==> src/rtl/spi_slave_rx.sv <==
// SPI slave receiver (mode 0, LSB first). Oversamples SCK/CS/MOSI in the
// system clock domain, assembles one address byte and one data byte per
// chip-select window, and hands the pair downstream over valid/ready.
//
// Downstream handshake: rx_addr/rx_data are meaningful while rx_valid is 1.
// They stay stable until a cycle with rx_valid & rx_ready. rx_valid then drops
// on the next cycle, unless a new frame completes in that same cycle, in which
// case the new pair loads and rx_valid stays high.
module spi_slave_rx #(
  parameter int DSIZE       = 8,
  parameter int SYNC_STAGES = 2
) (
  input  logic             spi_clk,
  input  logic             reset,
  input  logic             spi_sck,
  input  logic             spi_cs,
  input  logic             spi_mosi_in,
  output logic [DSIZE-1:0] rx_addr,
  output logic [DSIZE-1:0] rx_data,
  output logic             rx_valid,
  input  logic             rx_ready,
  output logic             frame_err,
  output logic             overrun,
  output logic [1:0]       dbg_state
);

  localparam int CW = (DSIZE > 1) ? $clog2(DSIZE) : 1;
  localparam logic [CW-1:0] LAST_BIT = CW'(DSIZE - 1);

  localparam logic [1:0] ST_IDLE    = 2'd0;
  localparam logic [1:0] ST_ADDR    = 2'd1;
  localparam logic [1:0] ST_DATA    = 2'd2;
  localparam logic [1:0] ST_WAIT_CS = 2'd3;

  logic [SYNC_STAGES-1:0] sck_sync_q, cs_sync_q, mosi_sync_q;
  logic                   sck_prev_q, cs_prev_q;
  logic                   sck_s, cs_s, mosi_s;
  logic                   sck_rise, cs_fall, cs_rise;

  logic [1:0]       state_q, state_d;
  logic [CW-1:0]    bit_cnt_q, bit_cnt_d;
  logic [DSIZE-1:0] addr_sh_q, addr_sh_d;
  logic [DSIZE-1:0] data_sh_q, data_sh_d;
  logic [DSIZE-1:0] rx_addr_q, rx_addr_d;
  logic [DSIZE-1:0] rx_data_q, rx_data_d;
  logic             rx_valid_q, rx_valid_d;
  logic             frame_err_q, frame_err_d;
  logic             overrun_q, overrun_d;

  // Synchroniser chains plus one history flop per line for edge detection;
  // reset loads the idle bus levels so no spurious edge follows reset.
  always_ff @(posedge spi_clk) begin
    if (reset) begin
      sck_sync_q  <= '0;
      cs_sync_q   <= '1;
      mosi_sync_q <= '0;
      sck_prev_q  <= 1'b0;
      cs_prev_q   <= 1'b1;
    end else begin
      sck_sync_q  <= {sck_sync_q[SYNC_STAGES-2:0], spi_sck};
      cs_sync_q   <= {cs_sync_q[SYNC_STAGES-2:0], spi_cs};
      mosi_sync_q <= {mosi_sync_q[SYNC_STAGES-2:0], spi_mosi_in};
      sck_prev_q  <= sck_s;
      cs_prev_q   <= cs_s;
    end
  end

  assign sck_s    = sck_sync_q[SYNC_STAGES-1];
  assign cs_s     = cs_sync_q[SYNC_STAGES-1];
  assign mosi_s   = mosi_sync_q[SYNC_STAGES-1];
  assign sck_rise = sck_s & ~sck_prev_q;
  assign cs_fall  = ~cs_s & cs_prev_q;
  assign cs_rise  = cs_s & ~cs_prev_q;

  // Frame FSM, bit assembly and output slot management.
  always_comb begin
    state_d     = state_q;
    bit_cnt_d   = bit_cnt_q;
    addr_sh_d   = addr_sh_q;
    data_sh_d   = data_sh_q;
    rx_addr_d   = rx_addr_q;
    rx_data_d   = rx_data_q;
    rx_valid_d  = rx_valid_q & ~rx_ready;
    frame_err_d = 1'b0;
    overrun_d   = 1'b0;
    case (state_q)
      ST_IDLE: begin
        if (cs_fall) begin
          state_d   = ST_ADDR;
          bit_cnt_d = '0;
        end
      end
      ST_ADDR: begin
        if (cs_rise) begin
          frame_err_d = 1'b1;
          state_d     = ST_IDLE;
        end else if (sck_rise) begin
          addr_sh_d[bit_cnt_q] = mosi_s;
          if (bit_cnt_q == LAST_BIT) begin
            state_d   = ST_DATA;
            bit_cnt_d = '0;
          end else begin
            bit_cnt_d = bit_cnt_q + CW'(1);
          end
        end
      end
      ST_DATA: begin
        if (cs_rise) begin
          frame_err_d = 1'b1;
          state_d     = ST_IDLE;
        end else if (sck_rise) begin
          data_sh_d[bit_cnt_q] = mosi_s;
          if (bit_cnt_q == LAST_BIT) begin
            state_d   = ST_WAIT_CS;
            bit_cnt_d = '0;
            // Slot is busy only if the held frame is not leaving this cycle.
            if (rx_valid_q && !rx_ready) begin
              overrun_d = 1'b1;
            end else begin
              rx_addr_d  = addr_sh_d;
              rx_data_d  = data_sh_d;
              rx_valid_d = 1'b1;
            end
          end else begin
            bit_cnt_d = bit_cnt_q + CW'(1);
          end
        end
      end
      default: begin
        if (cs_s) state_d = ST_IDLE;
      end
    endcase
  end

  // State and output registers.
  always_ff @(posedge spi_clk) begin
    if (reset) begin
      state_q     <= ST_IDLE;
      bit_cnt_q   <= '0;
      addr_sh_q   <= '0;
      data_sh_q   <= '0;
      rx_addr_q   <= '0;
      rx_data_q   <= '0;
      rx_valid_q  <= 1'b0;
      frame_err_q <= 1'b0;
      overrun_q   <= 1'b0;
    end else begin
      state_q     <= state_d;
      bit_cnt_q   <= bit_cnt_d;
      addr_sh_q   <= addr_sh_d;
      data_sh_q   <= data_sh_d;
      rx_addr_q   <= rx_addr_d;
      rx_data_q   <= rx_data_d;
      rx_valid_q  <= rx_valid_d;
      frame_err_q <= frame_err_d;
      overrun_q   <= overrun_d;
    end
  end

  assign rx_addr   = rx_addr_q;
  assign rx_data   = rx_data_q;
  assign rx_valid  = rx_valid_q;
  assign frame_err = frame_err_q;
  assign overrun   = overrun_q;
  assign dbg_state = state_q;

endmodule

==> config.mk <==
export PLATFORM = sky130hd
export DESIGN_NAME = spi_slave_rx
export DESIGN_NICKNAME = d
export VERILOG_FILES = /design/src/rtl/spi_slave_rx.sv
export SDC_FILE = /design/constraint.sdc
export NUM_CORES = 1
export LEC_CHECK = 0
export ABC_AREA = 1
export BUFFER_PORTS_ARGS = -buffer_cell sky130_fd_sc_hd__buf_2
export CAP_MARGIN = 15
export CORE_UTILIZATION = 56
export DETAILED_ROUTE_END_ITERATION = 7
export HOLD_SLACK_MARGIN = 0.06
export PLACE_DENSITY_LB_ADDON = 0.3
export REMOVE_ABC_BUFFERS = 1
export SLEW_MARGIN = 20
export SYNTH_ARGS = -nofsm -noshare
export SYNTH_HDL_FRONTEND = slang
export SYNTH_SLANG_ARGS = --single-unit
==> constraint.sdc <==
create_clock -name spi_clk -period 1.9 [get_ports spi_clk]
set_input_delay 0.38 -clock spi_clk [delete_from_list [all_inputs] [get_ports spi_clk]]
set_output_delay 0.38 -clock spi_clk [all_outputs]
set_load 0.005 [all_outputs]
---- Word level (Yosys, flattened, before mapping) ----
Index checks and enable logic that the tools add are counted.
operators by class
  $add $sub $neg .......................... 1
  multiply operators ...................... 0
  div/mod/pow operators ................... 0
  magnitude comparators ................... 2
  eq/ne operators ......................... 10
  shift operators ......................... 0
  muxes and demuxes ....................... 25
  bitwise gates (word level) .............. 14
  reduce and logical (&&, ||, !) cells .... 14
operators by type and width
  operator               count
  $bwmux W8              2
  $mux W2                8
  $mux W3                4
  $ne A3 B3 Y1 const B   4
  $not A1 Y1             10
  $mux W1                8
  $pmux W2 S3            1
  $pmux W3 S2            1
  $reduce_and A3 Y1      2
  $reduce_and A6 Y1      1
  $reduce_and A5 Y1      1
  $reduce_or A5 Y1       1
  $and A1 B1 Y1          4
  $lt A3 B4 Y1 const B   1
  $ne A2 B2 Y1 const B   2
  $reduce_and A4 Y1      1
  $reduce_bool A4 Y1     1
  $reduce_or A2 Y1       2
  $add A3 B1 Y3 const B  1
  $demux W1 S3           1
  $eq A3 B3 Y1 const B   1
  $ge A3 B1 Y1 const B   1
  $eq A2 B1 Y1 const B   1
  $eq A2 B2 Y1 const B   1
  5 further kinds        6
word-level totals
  register bits after elaboration ......... 48
  latch bits .............................. 0
  bits in writable memories ............... 0
  memory bits (read-only) ................. 0
  bits of input ports ..................... 6
  output and inout port bits .............. 21
  word-level logic and storage cells ...... 80
  memories kept ........................... 0

---- Logic depth before layout (Yosys ltp) ----
  depth in word-level cells ............... 7
  gate-level depth with buffers ........... 10
  depth with buffers taken out ............ 10

---- Worst setup path after synthesis ----
No wires, ideal clock.
  path kind ............................... reg-to-reg
  start point ............................. register bit_cnt_q[1]
  end point ............................... register rx_data_q[3] (netlist: rx_data[3])
  arrival ................................. 1.421 ns
  required time ........................... 1.787 ns
  setup slack ............................. 0.367 ns
  stages on the path, launching flop included .. 9
  path buffers ............................ 1
  path through ............................ dfxtp_1 > ha_1 > ha_1 > nand3_2 > nor3_4 > buf_6 > nand2_1 > nand2_1 > nor2_1
between the ends
  longest elaborated chain between the ends .. 5
  elaborated cells between the ends (all ways) .. 8
RTL lines
  element                                                                    line  RTL
  start: declaration                                                         41    logic [CW-1:0] bit_cnt_q, bit_cnt_d;
  start signal: assignment                                                   149   bit_cnt_q <= bit_cnt_d;
  $lt A3 B4 Y1 (implied by the code) / $ge A3 B1 Y1 (equally long branches)  112   data_sh_d[bit_cnt_q] = mosi_s;
  $logic_and A1 B1 Y1 (implied by the code)                                  112
  $mux W1 (implied by the code)                                              112
  $demux W1 S3                                                               112
  $bwmux W8                                                                  112
  end signal: assignment                                                     153   rx_data_q <= rx_data_d;
  end: declaration                                                           45    logic [DSIZE-1:0] rx_data_q, rx_data_d;
Parallel ways exist; a longest one is shown, timed or not.
A chain may end at the register's enable or synchronous reset.

---- Final worst setup path ----
  start point ............................. register bit_cnt_q[0]
  end point ............................... register rx_addr_q[6] (netlist: rx_addr[6])
between the ends
  longest elaborated chain between the ends .. 2
RTL lines
  element                             line  RTL
  $eq A3 B3 Y1                        113   if (bit_cnt_q == LAST_BIT) begin
  $reduce_and A5 Y1 (no source line)  -
  end signal: assignment              152   rx_addr_q <= rx_addr_d;
  end: declaration                    44    logic [DSIZE-1:0] rx_addr_q, rx_addr_d;
Every way passes these cells.

==> flow_summary_export.csv <==
group,metric,value,unit
sta,rsz0062_at_grt,"no",
finish,final_util,0.6656,
sta,finalCritPeriodShare,0.8627,
logic_synthesis,netlist_area,2059,µm²
detailed_routing,final_antenna_net_count,0,
global_routing,grt_overflow_total,0,
floorplan,fp.coreArea,3442,µm²
placement,placed_area,2222,µm²
floorplan,dieArea,3924,µm²
finish,drive_gt1_frac,0.1480,
sta,finalSetupViolCount,0,
worst_setup_path,required,2.09,ns
clock_tree,post_cts_resized,0,
logic_synthesis,synth_cell_types,19,
sta,post-route-min-period,1.639,ns
power,power_density,1077,nW/µm²
global_routing,grt_pass1_vias,1566,
clock_tree,cts.path.max_buffers,2,
logic_synthesis,seq_area_frac_synth,0.4666,
clock_tree,cts.clk_slew.worst_paths,0.07,ns
logic_synthesis,synthCells,280,
clock_tree,cts-root-buf,"clkbuf_8",
detailed_routing,first_iter_violations,92,
placement,io_buffers,26,
placement,hpwl,2490,µm
worst_setup_path,end_kind,"flop",
detailed_routing,via_per_inst,4.891,
min_path,hp-class,"input pin to flop",
global_routing,grt_max_degree,32,
detailed_routing,drc_errors,0,
logic_synthesis,synth_area_leader_cell,"dfxtp_1",
logic_synthesis,synth_top_cell_area_share,0.4666,
clock_tree,cts_htree_levels,2,
min_path,holdPathStages,2,
global_routing,antenna_found_initial,0,
detailed_routing,num_vias,1712,
sta,tns,0,ns
detailed_routing,finalWirelength,3520,µm
sta,slew_headroom,0.6546,
run,max-cap-violations,0,
finish,nFillCells,331,
sta,slew_viol_final,0,
finish,area_growth_syn_to_layout,11.24,%
sta,skew,0.003766,ns
detailed_routing,dr.pass1.iters,4,
floorplan,fp.dieH,62.65,µm
worst_setup_path,cp_max_fo,8,
global_routing,grt_pass1_wl,6603,µm
logic_synthesis,synthTopCellsByArea,"dfxtp_1 (47%), nor2_1 (11%), nand2_1 (8.4%), o21ai_0 (7.8%), inv_1 (5.1%)",
logic_synthesis,ys_ff_latch,48,
finish,nets,318,
clock_tree,clkSinkCount,48,
clock_tree,ctsHoldBuffers,0,
clock_tree,cts_setup_buffers,0,
worst_setup_path,worst_ep_arrival_time,1.83,ns
logic_synthesis,yosys_warnings,0,
worst_setup_path,cp-start-kind,"flop",
floorplan,boundaryPins,27,
floorplan,start_util,0.5983,
worst_setup_path,crit_type,"flop to flop",
clock_tree,cts_buffers,5,
floorplan,fp.dieW,62.65,µm
sta,hold_viol,0,
power,ir_drop,682.1,µV
clock_tree,insertion_delay,0.29,ns
placement,gp_congestion,0.8968,
finish,design_area,2291,µm²
finish,antenna_cells,0,
power,power_leakage,1.059,nW
global_routing,grt_usage,0.2133,
sta,clock.fmax,610.1,MHz
logic_synthesis,syn_avg_cell_area,7.355,µm²
clock_tree,cts_tree,"done",
floorplan,row_count,21,
worst_setup_path,rrSetupSlack,0.26,ns
worst_setup_path,worstRegToRegCells,7,
power,power,2.468,mW
sta,worst_slew_pin_slew,0.5174,ns
detailed_routing,avgRoutedWirePerCell,10.06,µm
run_status,status,"finished, final reports clean",
==> layout by cell type (no fill, tap or decap) <==
master    count
buf_2        26
ha_1          6
or2_2         2
nand3_1      10
dfxtp_1      48
clkbuf_8      5
nor3_4        1
nor3_1       10
o21ai_0      32
inv_1        28
clkinv_1      1
nor2_1       63
nand2_4       2
nor2_4        2
buf_12        2
a21oi_1      15
inv_2         3
nand2_1      46
nand3_2       2
==> final cells by class <==
| class | instances | area (µm²) | share of cell area |
|---|---|---|---|
| Clock buffer | 5 | 68.82 | 0.03004 |
| Inverter | 32 | 120.1 | 0.05243 |
| Multi-Input combinational cell | 191 | 913.4 | 0.3987 |
| Sequential cell | 48 | 960.9 | 0.4194 |
| Tap cell | 46 | 57.56 | 0.02512 |
| Timing Repair Buffer | 28 | 170.2 | 0.07428 |
==> synthesized netlist by cell type <==
library cell  instances
nor2_1               63
nand2_1              46
o21ai_0              32
inv_2                 3
nand2_4               2
buf_6                 4
nor2_4                2
inv_1                28
clkbuf_1              4
or2_2                 2
nand3_2               2
a21oi_1              15
clkinv_1              1
nand3_1              10
dfxtp_1              48
nor3_4                1
nor3_1               10
ha_1                  6
buf_2                 1
==> report_power, final <==
| part | internal, mW | total, mW | switching, mW | leakage (nW) |
|---|---|---|---|---|
| Clock | 0.237 | 0.520 | 0.283 | 0.0359 |
| Combinational | 0.272 | 0.782 | 0.509 | 0.634 |
| Sequential | 1.08 | 1.17 | 0.0880 | 0.389 |
==> logic make-up after synthesis <==
family / synth area share
adder cells (fa/ha/maj): 0.03645
flip-flops: 0.4666
AND/OR/NAND/NOR: 0.2928
AO/OA/AOI/OAI: 0.1142
buffers and inverters: 0.08991
==> state kept, by name, summed over array words and instances (netlist names) <==
name,count
addr_sh_q,8
bit_cnt_q,3
cs_prev_q,1
cs_sync_q,2
data_sh_q,8
dbg_state,2
frame_err,1
mosi_sync_q,2
overrun,1
rx_addr,8
rx_data,8
rx_valid,1
sck_prev_q,1
sck_sync_q,2
==> layer usage <==
layer,global-route usage,vias to the layer above,part of all wire,routed length [µm]
li1,-,928,-,-
met1,0.2731,736,0.50,1757
met2,0.3397,41,0.43,1507
met3,0.04380,7,0.052,183
met4,0.1076,0,0.020,72
met5,0,-,0,0
==> worst max-delay path, cell delays in order (launching register included) <==
cell     delay [ns]
dfxtp_1        0.47
ha_1           0.19
ha_1           0.17
nand3_2        0.13
nor2_1         0.16
nand2_1        0.16
o21ai_0        0.20
nor2_1         0.05
==> path summary, 6_finish.rpt <==
path	startpoint	to
hold reg to reg	mosi_sync_q[0]$_SDFF_PP0_	mosi_sync_q[1]$_SDFF_PP0_
setup / recovery	bit_cnt_q[0]$_SDFFE_PP0P_	rx_addr[6]$_SDFFE_PP0P_
hold / removal	spi_cs	cs_sync_q[0]$_SDFF_PP1_
setup reg to reg	bit_cnt_q[0]$_SDFFE_PP0P_	rx_addr[6]$_SDFFE_PP0P_
==> per-stage QoR <==
| step | hold slack, ns | setup slack [ns] | std cells |
|---|---|---|---|
| final | 0.2686 | 0.2609 | 350 |
| after global routing | 0.2693 | 0.03325 | 350 |
| after CTS | 0.2582 | 0.2508 | 350 |
| after detailed placement | 0.3954 | 0.2601 | 345 |
| after global placement | 0.3898 | 0.3346 | 345 |
| after floorplan | 0.3883 | 0.1889 | 271 |
(Power assumes the default switching activity.)
